File: config.mk
export PLATFORM = sky130hd
export DESIGN_NAME = game_tick_ctrl
export DESIGN_NICKNAME = d
export VERILOG_FILES = /design/src/rtl/game_tick_ctrl.sv
export SDC_FILE = /design/constraint.sdc
export NUM_CORES = 1
export LEC_CHECK = 0
export CORE_ASPECT_RATIO = 2
export CORE_MARGIN = 1.5
export CORE_UTILIZATION = 38
export DETAILED_ROUTE_END_ITERATION = 8
export PLACE_DENSITY = 0.73
export SYNTH_ARGS = -nofsm -noshare
export SYNTH_HDL_FRONTEND = slang
export SYNTH_SLANG_ARGS = --single-unit
File: constraint.sdc
create_clock -name clk -period 1.51 [get_ports clk]
set_clock_uncertainty 0.15 [all_clocks]
set_input_delay 0.302 -clock clk [delete_from_list [all_inputs] [get_ports clk]]
set_output_delay 0.302 -clock clk [all_outputs]
set_load 0.03 [all_outputs]
File: src/rtl/game_tick_ctrl.sv
// game_tick_ctrl: game-flow FSM (idle/run/pause/over) with tick generation,
// sticky end flags, saturating score and a speed level.
// The tick source is either external i_phase toggles (MODE=0) or an internal
// divider whose period shrinks as the level rises (MODE=1).
// Optional: define GAME_TICK_DROP_CNT_EN to add o_dropped, a saturating count
// of tick requests that were not accepted while running.
module game_tick_ctrl #(
    parameter int unsigned MODE             = 0,
    parameter int unsigned BASE_PERIOD      = 1000000,
    parameter int unsigned STEP             = 50000,
    parameter int unsigned MIN_PERIOD       = 200000,
    parameter int unsigned LEVELS           = 8,
    parameter int unsigned APPLES_PER_LEVEL = 4,
    parameter int unsigned SCORE_W          = 8
) (
    input  logic                       clk,
    input  logic                       rst_n,
    input  logic                       i_phase,
    input  logic                       i_start,
    input  logic                       i_pause,
    input  logic                       i_ready,
    input  logic                       i_tick_ack,
    input  logic                       i_failure,
    input  logic                       i_success,
    input  logic                       i_eat,
    output logic                       o_tick,
    output logic [2:0]                 o_state,
    output logic                       o_failure,
    output logic                       o_success,
    output logic [SCORE_W-1:0]         o_score,
    output logic [$clog2(LEVELS)-1:0]  o_level
`ifdef GAME_TICK_DROP_CNT_EN
    ,
    output logic [7:0]                 o_dropped
`endif
);

    localparam int unsigned LW   = $clog2(LEVELS);
    localparam int unsigned PMAX = (BASE_PERIOD > MIN_PERIOD) ? BASE_PERIOD : MIN_PERIOD;
    localparam int unsigned CW   = $clog2(PMAX + 1);
    localparam int unsigned EW   = (APPLES_PER_LEVEL > 1) ? $clog2(APPLES_PER_LEVEL) : 1;

    typedef enum logic [2:0] {
        IDLE      = 3'd0,
        RUN       = 3'd1,
        PAUSE     = 3'd2,
        OVER_FAIL = 3'd3,
        OVER_WIN  = 3'd4
    } state_t;

    state_t          state_q, state_d;
    logic            phase_q;
    logic [CW-1:0]   cnt_q;
    logic [EW-1:0]   eat_cnt_q;
    logic [31:0]     reduction;
    logic [31:0]     period_full;
    logic [CW-1:0]   period_m1;
    logic            in_run, in_idle, restart, set_fail, set_win;
    logic            req, accept;

    // State register
    always_ff @(posedge clk or negedge rst_n) begin
        if (!rst_n) state_q <= IDLE;
        else        state_q <= state_d;
    end

    // Next-state logic: failure beats success beats pause
    always_comb begin
        state_d = state_q;
        case (state_q)
            IDLE:      if (i_start) state_d = RUN;
            RUN:       if (i_failure)      state_d = OVER_FAIL;
                       else if (i_success) state_d = OVER_WIN;
                       else if (i_pause)   state_d = PAUSE;
            PAUSE:     if (i_failure)      state_d = OVER_FAIL;
                       else if (i_success) state_d = OVER_WIN;
                       else if (i_pause)   state_d = RUN;
            OVER_FAIL: if (i_start) state_d = IDLE;
            OVER_WIN:  if (i_start) state_d = IDLE;
            default:   state_d = IDLE;
        endcase
    end

    // Output decode of the FSM into control strobes
    always_comb begin
        in_run   = (state_q == RUN);
        in_idle  = (state_q == IDLE);
        restart  = ((state_q == OVER_FAIL) || (state_q == OVER_WIN)) && i_start;
        set_fail = ((state_q == RUN) || (state_q == PAUSE)) && (state_d == OVER_FAIL);
        set_win  = ((state_q == RUN) || (state_q == PAUSE)) && (state_d == OVER_WIN);
    end

    assign o_state = state_q;

    // Level-dependent divider period, clamped without unsigned underflow
    always_comb begin
        reduction = 32'(o_level) * STEP;
        if ((reduction >= BASE_PERIOD) || ((BASE_PERIOD - reduction) < MIN_PERIOD))
            period_full = MIN_PERIOD;
        else
            period_full = BASE_PERIOD - reduction;
        period_m1 = CW'(period_full - 32'd1);
    end

    // Tick request from the selected source and its acceptance
    always_comb begin
        if (MODE == 0) req = in_run && (i_phase != phase_q);
        else           req = in_run && (cnt_q >= period_m1);
        accept = req && i_ready && !o_tick && !i_tick_ack;
    end

    // Phase follower: tracking in every state means entering RUN sees no edge
    always_ff @(posedge clk or negedge rst_n) begin
        if (!rst_n) phase_q <= 1'b0;
        else        phase_q <= i_phase;
    end

    // Divider: counts in RUN, frozen elsewhere, holds at period-1 until accepted.
    // A level rise can shrink the period below the count, so >= catches it.
    always_ff @(posedge clk or negedge rst_n) begin
        if (!rst_n)                  cnt_q <= '0;
        else if (MODE == 0 || in_idle) cnt_q <= '0;
        else if (in_run) begin
            if (cnt_q >= period_m1) cnt_q <= accept ? '0 : period_m1;
            else                    cnt_q <= cnt_q + CW'(1);
        end
    end

    // Pending tick: ack has priority over a new acceptance
    always_ff @(posedge clk or negedge rst_n) begin
        if (!rst_n)          o_tick <= 1'b0;
        else if (restart)    o_tick <= 1'b0;
        else if (i_tick_ack) o_tick <= 1'b0;
        else if (accept)     o_tick <= 1'b1;
    end

    // Sticky end-of-game flags
    always_ff @(posedge clk or negedge rst_n) begin
        if (!rst_n) begin
            o_failure <= 1'b0;
            o_success <= 1'b0;
        end else if (restart) begin
            o_failure <= 1'b0;
            o_success <= 1'b0;
        end else begin
            if (set_fail) o_failure <= 1'b1;
            if (set_win)  o_success <= 1'b1;
        end
    end

    // Saturating score, eat counter and speed level
    always_ff @(posedge clk or negedge rst_n) begin
        if (!rst_n) begin
            o_score   <= '0;
            o_level   <= '0;
            eat_cnt_q <= '0;
        end else if (restart) begin
            o_score   <= '0;
            o_level   <= '0;
            eat_cnt_q <= '0;
        end else if (!in_idle && i_eat) begin
            if (o_score != '1) o_score <= o_score + SCORE_W'(1);
            if (eat_cnt_q == EW'(APPLES_PER_LEVEL - 1)) begin
                eat_cnt_q <= '0;
                if (o_level != LW'(LEVELS - 1)) o_level <= o_level + LW'(1);
            end else begin
                eat_cnt_q <= eat_cnt_q + EW'(1);
            end
        end
    end

`ifdef GAME_TICK_DROP_CNT_EN
    // Saturating count of requests in RUN that were not accepted
    always_ff @(posedge clk or negedge rst_n) begin
        if (!rst_n)                                   o_dropped <= '0;
        else if (restart)                             o_dropped <= '0;
        else if (req && !accept && (o_dropped != '1)) o_dropped <= o_dropped + 8'd1;
    end
`endif

endmodule

Word-level counts from Yosys, hierarchy flattened
Index checks and enable logic that the tools add are counted.
{ "op_classes": {"addsub": 3, "n_eq_ne": 10, "muxes": 26, "n_reduce_logical": 24} }
{ "ops": {"columns": ["operator", "count"], "rows": [
  ["$mux 3", 12],
  ["$mux 8", 3],
  ["$pmux 3 s4", 1],
  ["$reduce_bool 2->1", 6],
  ["$eq 3x2->1 const B", 3],
  ["$add 8x1->8 const B", 1],
  ["$logic_and 1x1->1", 8],
  ["$ne 8x8->1 const B", 1],
  ["$mux 1", 7],
  ["$eq 3x3->1 const B", 2],
  ["$mux 2", 3],
  ["$add 3x1->3 const B", 1],
  ["$eq 3x1->1 const B", 1],
  ["$logic_not 1->1", 3],
  ["$logic_not 3->1", 1],
  ["$ne 3x3->1 const B", 1],
  ["$reduce_and 3->1", 1],
  ["$reduce_bool 3->1", 1],
  ["$add 2x1->2 const B", 1],
  ["$eq 2x2->1 const B", 1],
  ["$logic_or 1x1->1", 2],
  ["$reduce_and 2->1", 1],
  ["$reduce_or 2->1", 1],
  ["$ne 1x1->1", 1]
]} }
{ "totals": {"reg_bits": 20, "in_bits": 10, "output_inout_bits": 17} }

Logic depth before layout (Yosys ltp)
{ "depth": {"ltp_word": 8, "depth_mapped": 7} }

Worst setup path after synthesis
No wires, ideal clock.
{ "synth_path": {"kind": "register to register", "start": "register o_level[0]", "end": "register o_level[2]", "arrival_time_ns": 1.467, "required_ns": 1.241, "slack_ns": -0.226, "stages_incl_launch_ff": 6, "path_buffers": 0, "synth_period_minus_slack_ns": 1.736, "path_cell_list": "dfrtp_1 ha_1 ha_1 nor3b_2 mux2i_1 nor2_1"} }
{ "synth_between": {"elab_chain_len": 5, "word_cells_on_any_way": 8, "classes_between": "add/sub: 1; eq/ne: 1; mux: 4; reduce/logical: 2"} }
{ "synth_rtl": {"columns": ["item", "line_no", "source"], "rows": [
  ["start: declaration", "31", "output logic [$clog2(LEVELS)-1:0] o_level"],
  ["start signal: assignment", "165", "if (o_level != LW'(LEVELS - 1)) o_level <= o_level + LW'(1);"],
  ["$add 3x1->3", "165", null],
  ["$mux 3", "165", null],
  ["$mux 3", "163", "if (eat_cnt_q == EW'(APPLES_PER_LEVEL - 1)) begin"],
  ["$mux 3", "161", "end else if (!in_idle && i_eat) begin"],
  ["$mux 3", "157", "end else if (restart) begin"]
]} }
Parallel ways exist; a longest one is shown, timed or not. The select of a mux whose other input is x is not followed.
A chain may end at the register's enable or synchronous reset.

Final worst setup path
{ "layout_path": {"start": "register state_q[1], in the netlist o_state[1]", "end": "register o_score[2]"} }
{ "layout_between": {"elab_chain_len": 5, "word_cells_on_any_way": 11, "classes_between": "eq/ne: 2; mux: 1; reduce/logical: 8"} }
{ "layout_rtl": {"columns": ["item", "line_no", "source"], "rows": [
  ["start: declaration", "51", "state_t state_q, state_d;"],
  ["start signal: assignment", "64", "else state_q <= state_d;"],
  ["$eq 3x2->1 (tied with other cells)", "88", "restart = ((state_q == OVER_FAIL) || (state_q == OVER_WIN)) && i_start;"],
  ["$logic_or 1x1->1 or $logic_not 1->1 (tied branches)", "88, 161", null],
  ["$logic_and 1x1->1 (on tied branches)", "88, 161", null],
  ["$reduce_bool 2->1 (no source line)", null, null],
  ["$reduce_and 2->1 (no source line)", null, null],
  ["end signal: assignment", "162", "if (o_score != '1) o_score <= o_score + SCORE_W'(1);"],
  ["end: declaration", "30", "output logic [SCORE_W-1:0] o_score,"]
]} }
Parallel ways exist; a longest one is shown, timed or not.

==> out/qor.txt <==
Detail Placement HPWL: 2.20 mm
Slew Limit Fails: 0
number of buffers inserted by port buffering: 26
fill count: 230
reg2reg path depth: 5
final net count: 180
worst skew pair latency: 260 ps
initial antenna violation count: 0
GRT Total Usage: 0.199
Hold Buf Count CTS: 0
average routed wire per standard cell: 16.7 um
clk slew on worst S/H paths: 80 ps
Synth top area share: 0.446
number of enable flip-flop cells after synthesis: 0
Slew headroom: 0.784
Hold Path Class: in2async
DP Worst Slack: -320 ps
critical path class: reg2reg
Num CTS Buffers: 3
H-tree depth: 1
first-pass GRT wire length: 4.98 mm
post-placement cell area: 0.00158 mm^2
largest net degree at the start of global routing: 21
DRC violations left: 0
Design Area, Final: 0.00184 mm^2
outcome: finished, violations left
leading area contributor after synthesis: dfrtp_1
via/cell ratio: 5.42
Max Cap Viol: 0
FF-to-FF setup slack: -60 ps
VDD IR max: 1150 uV
Critical Path Start Type: flip-flop
Final WS setup: -60.5 ps
Post-Syn Instances: 108
vias after detailed routing: 1052
First-pass DRT Iterations: 4
Seq/Total Area, Yosys: 0.446
Clock Tree Buf Depth: 2
die width: 41.4 um
RD Place Congestion: 0.909
most frequent cell after synthesis: dfrtp_1
Critical Path RT: 1500 ps
reg2reg start: o_state[1]
Power Density: 1940 mW/mm^2
Syn Nets: 122
Tmin final: 1570 ps
Core Region: 0.00277 mm^2
synthesis-to-layout area growth: 64.3%
vias in the first global route: 1121
die height: 79.9 um
post-synthesis register bit count: 20
final core utilization: 0.666
top cells by area, synth: dfrtp_1 45%, a21oi_1 4.5%, ha_1 4.5%, nor2_1 4.0%, xor2_1 3.9%
antenna cells: 0
Avg Cell Area, Syn: 10.4 um^2
CP Max Fanout: 6
Pleak: 0.000797 uW
Root Buffer Master: clkbuf_8
Warnings, synthesis: 0
fin crit share: 1.04
grt ovf: 0
failing checks: negative setup slack
FF-to-FF End: o_score[2]
final hold violation count: 0
initial drt markers: 7
Rows: 27
Die Area: 0.00331 mm^2
final setup fails: 6
Distinct cells, synth: 37
RSZ-0062 raised after global routing: true
synth cell count leaders: 20 x dfrtp_1, 12 x nor2_1, 10 x a21oi_1
Initial Util: 0.405
Syn Std Cell Area: 0.00112 mm^2
TritonCTS Sinks: 20
Slew @ Worst Pin: 320 ps
Post-synth top flop: dfrtp_1
TritonCTS clock tree: yes
setup TNS: -208 ps
Post-Route WL: 3.25 mm
FMAX: 637 MHz
Crit. End Element: flip-flop
Post-synth ARST share: 1.00
I/O pin cnt: 27
ANT nets after route: 0
layout cells sized above 1: 0.533
CP arrival: 1560 ps
cell usage in the layout, fill, tap and decap left out, types with 3 or more instances in the layout:
master	Yosys	layout
buf_4	2	38
dfrtp_2	0	9
ha_4	0	3
a21oi_1	10	6
clkdlybuf4s50_1	0	8
o21ai_2	0	3
inv_1	3	3
nor2b_1	3	3
mux2i_1	4	4
nor2_1	12	10
a21oi_2	0	4
nand3_1	4	3
clkbuf_8	0	3
dfrtp_1	20	11
nand2_1	6	6
buf_6	2	7
xor2_1	5	4
registers in the layout, summed over array words and instances, names as in the netlist:
name	cells
eat_cnt_q	2
o_failure	1
o_level	3
o_score	8
o_state	3
o_success	1
o_tick	1
phase_q	1
per-layer routing:
metal | global-route usage | routed length (um) | up-vias
li1 | - | - | 501
met2 | 0.364 | 1850 | 25
met5 | 0 | 0 | -
met4 | 0.142 | 144 | 0
met1 | 0.191 | 1150 | 515
met3 | 0.0362 | 106 | 11
power breakdown:
group | switching, uW | internal [uW]
Sequential | 234 | 735
Clock | 184 | 354
Combinational | 1040 | 1030
Total | 1460 | 2120
per-stage QoR:
stage	total power, uW	std cells	hold WS, ps
detailed placement	2700	181	378
finish	3570	194	236
CTS	3300	187	244
global route	3780	194	249
floorplan	1980	108	-144
global placement	2620	181	351
how the worst max path moves through the flow:
| stage | start | to | cells after the start |
|---|---|---|---|
| after floorplan | o_state[2] | o_score[1] | 5 |
| after global placement | i_eat | o_level[1] | 5 |
| after detailed placement | i_eat | o_level[1] | 5 |
| after CTS | o_state[0] | o_score[2] | 5 |
| after global routing | o_level[0] | o_level[2] | 5 |
| final | o_state[1] | o_score[2] | 5 |
cell families after synthesis:
family	share of synthesized area
buffers and inverters	0.0479
AOI/OAI and AO/OA	0.174
adders and majority gates	0.0446
xor gates and xnor gates	0.0546
and+or+nand+nor	0.197
DFF	0.446
muxes	0.0357
worst max-delay path: stages (launching register included):
cell and delay, ps:
dfrtp_2 470, o31a_4 360, buf_6 130, o211ai_1 100
xor2_1 170, nor2_1 60
layout make-up:
type | instances | area [um^2] | share of cell area
Clock buffer | 3 | 41.3 | 0.0224
Clock inverter | 1 | 30.0 | 0.0163
Inverter | 3 | 11.3 | 0.00611
Multi-Input combinational cell | 80 | 697 | 0.378
Sequential cell | 20 | 512 | 0.277
Tap cell | 29 | 36.3 | 0.0197
Timing Repair Buffer | 58 | 517 | 0.280
timing repair:
item,CTS,global route
setup endpoints to repair,13,21
setup buffers,2,6
cloned,0,1
pin swaps,6,11
gates resized for setup,8,25
Note: power is estimated with default switching activity, not from simulation.
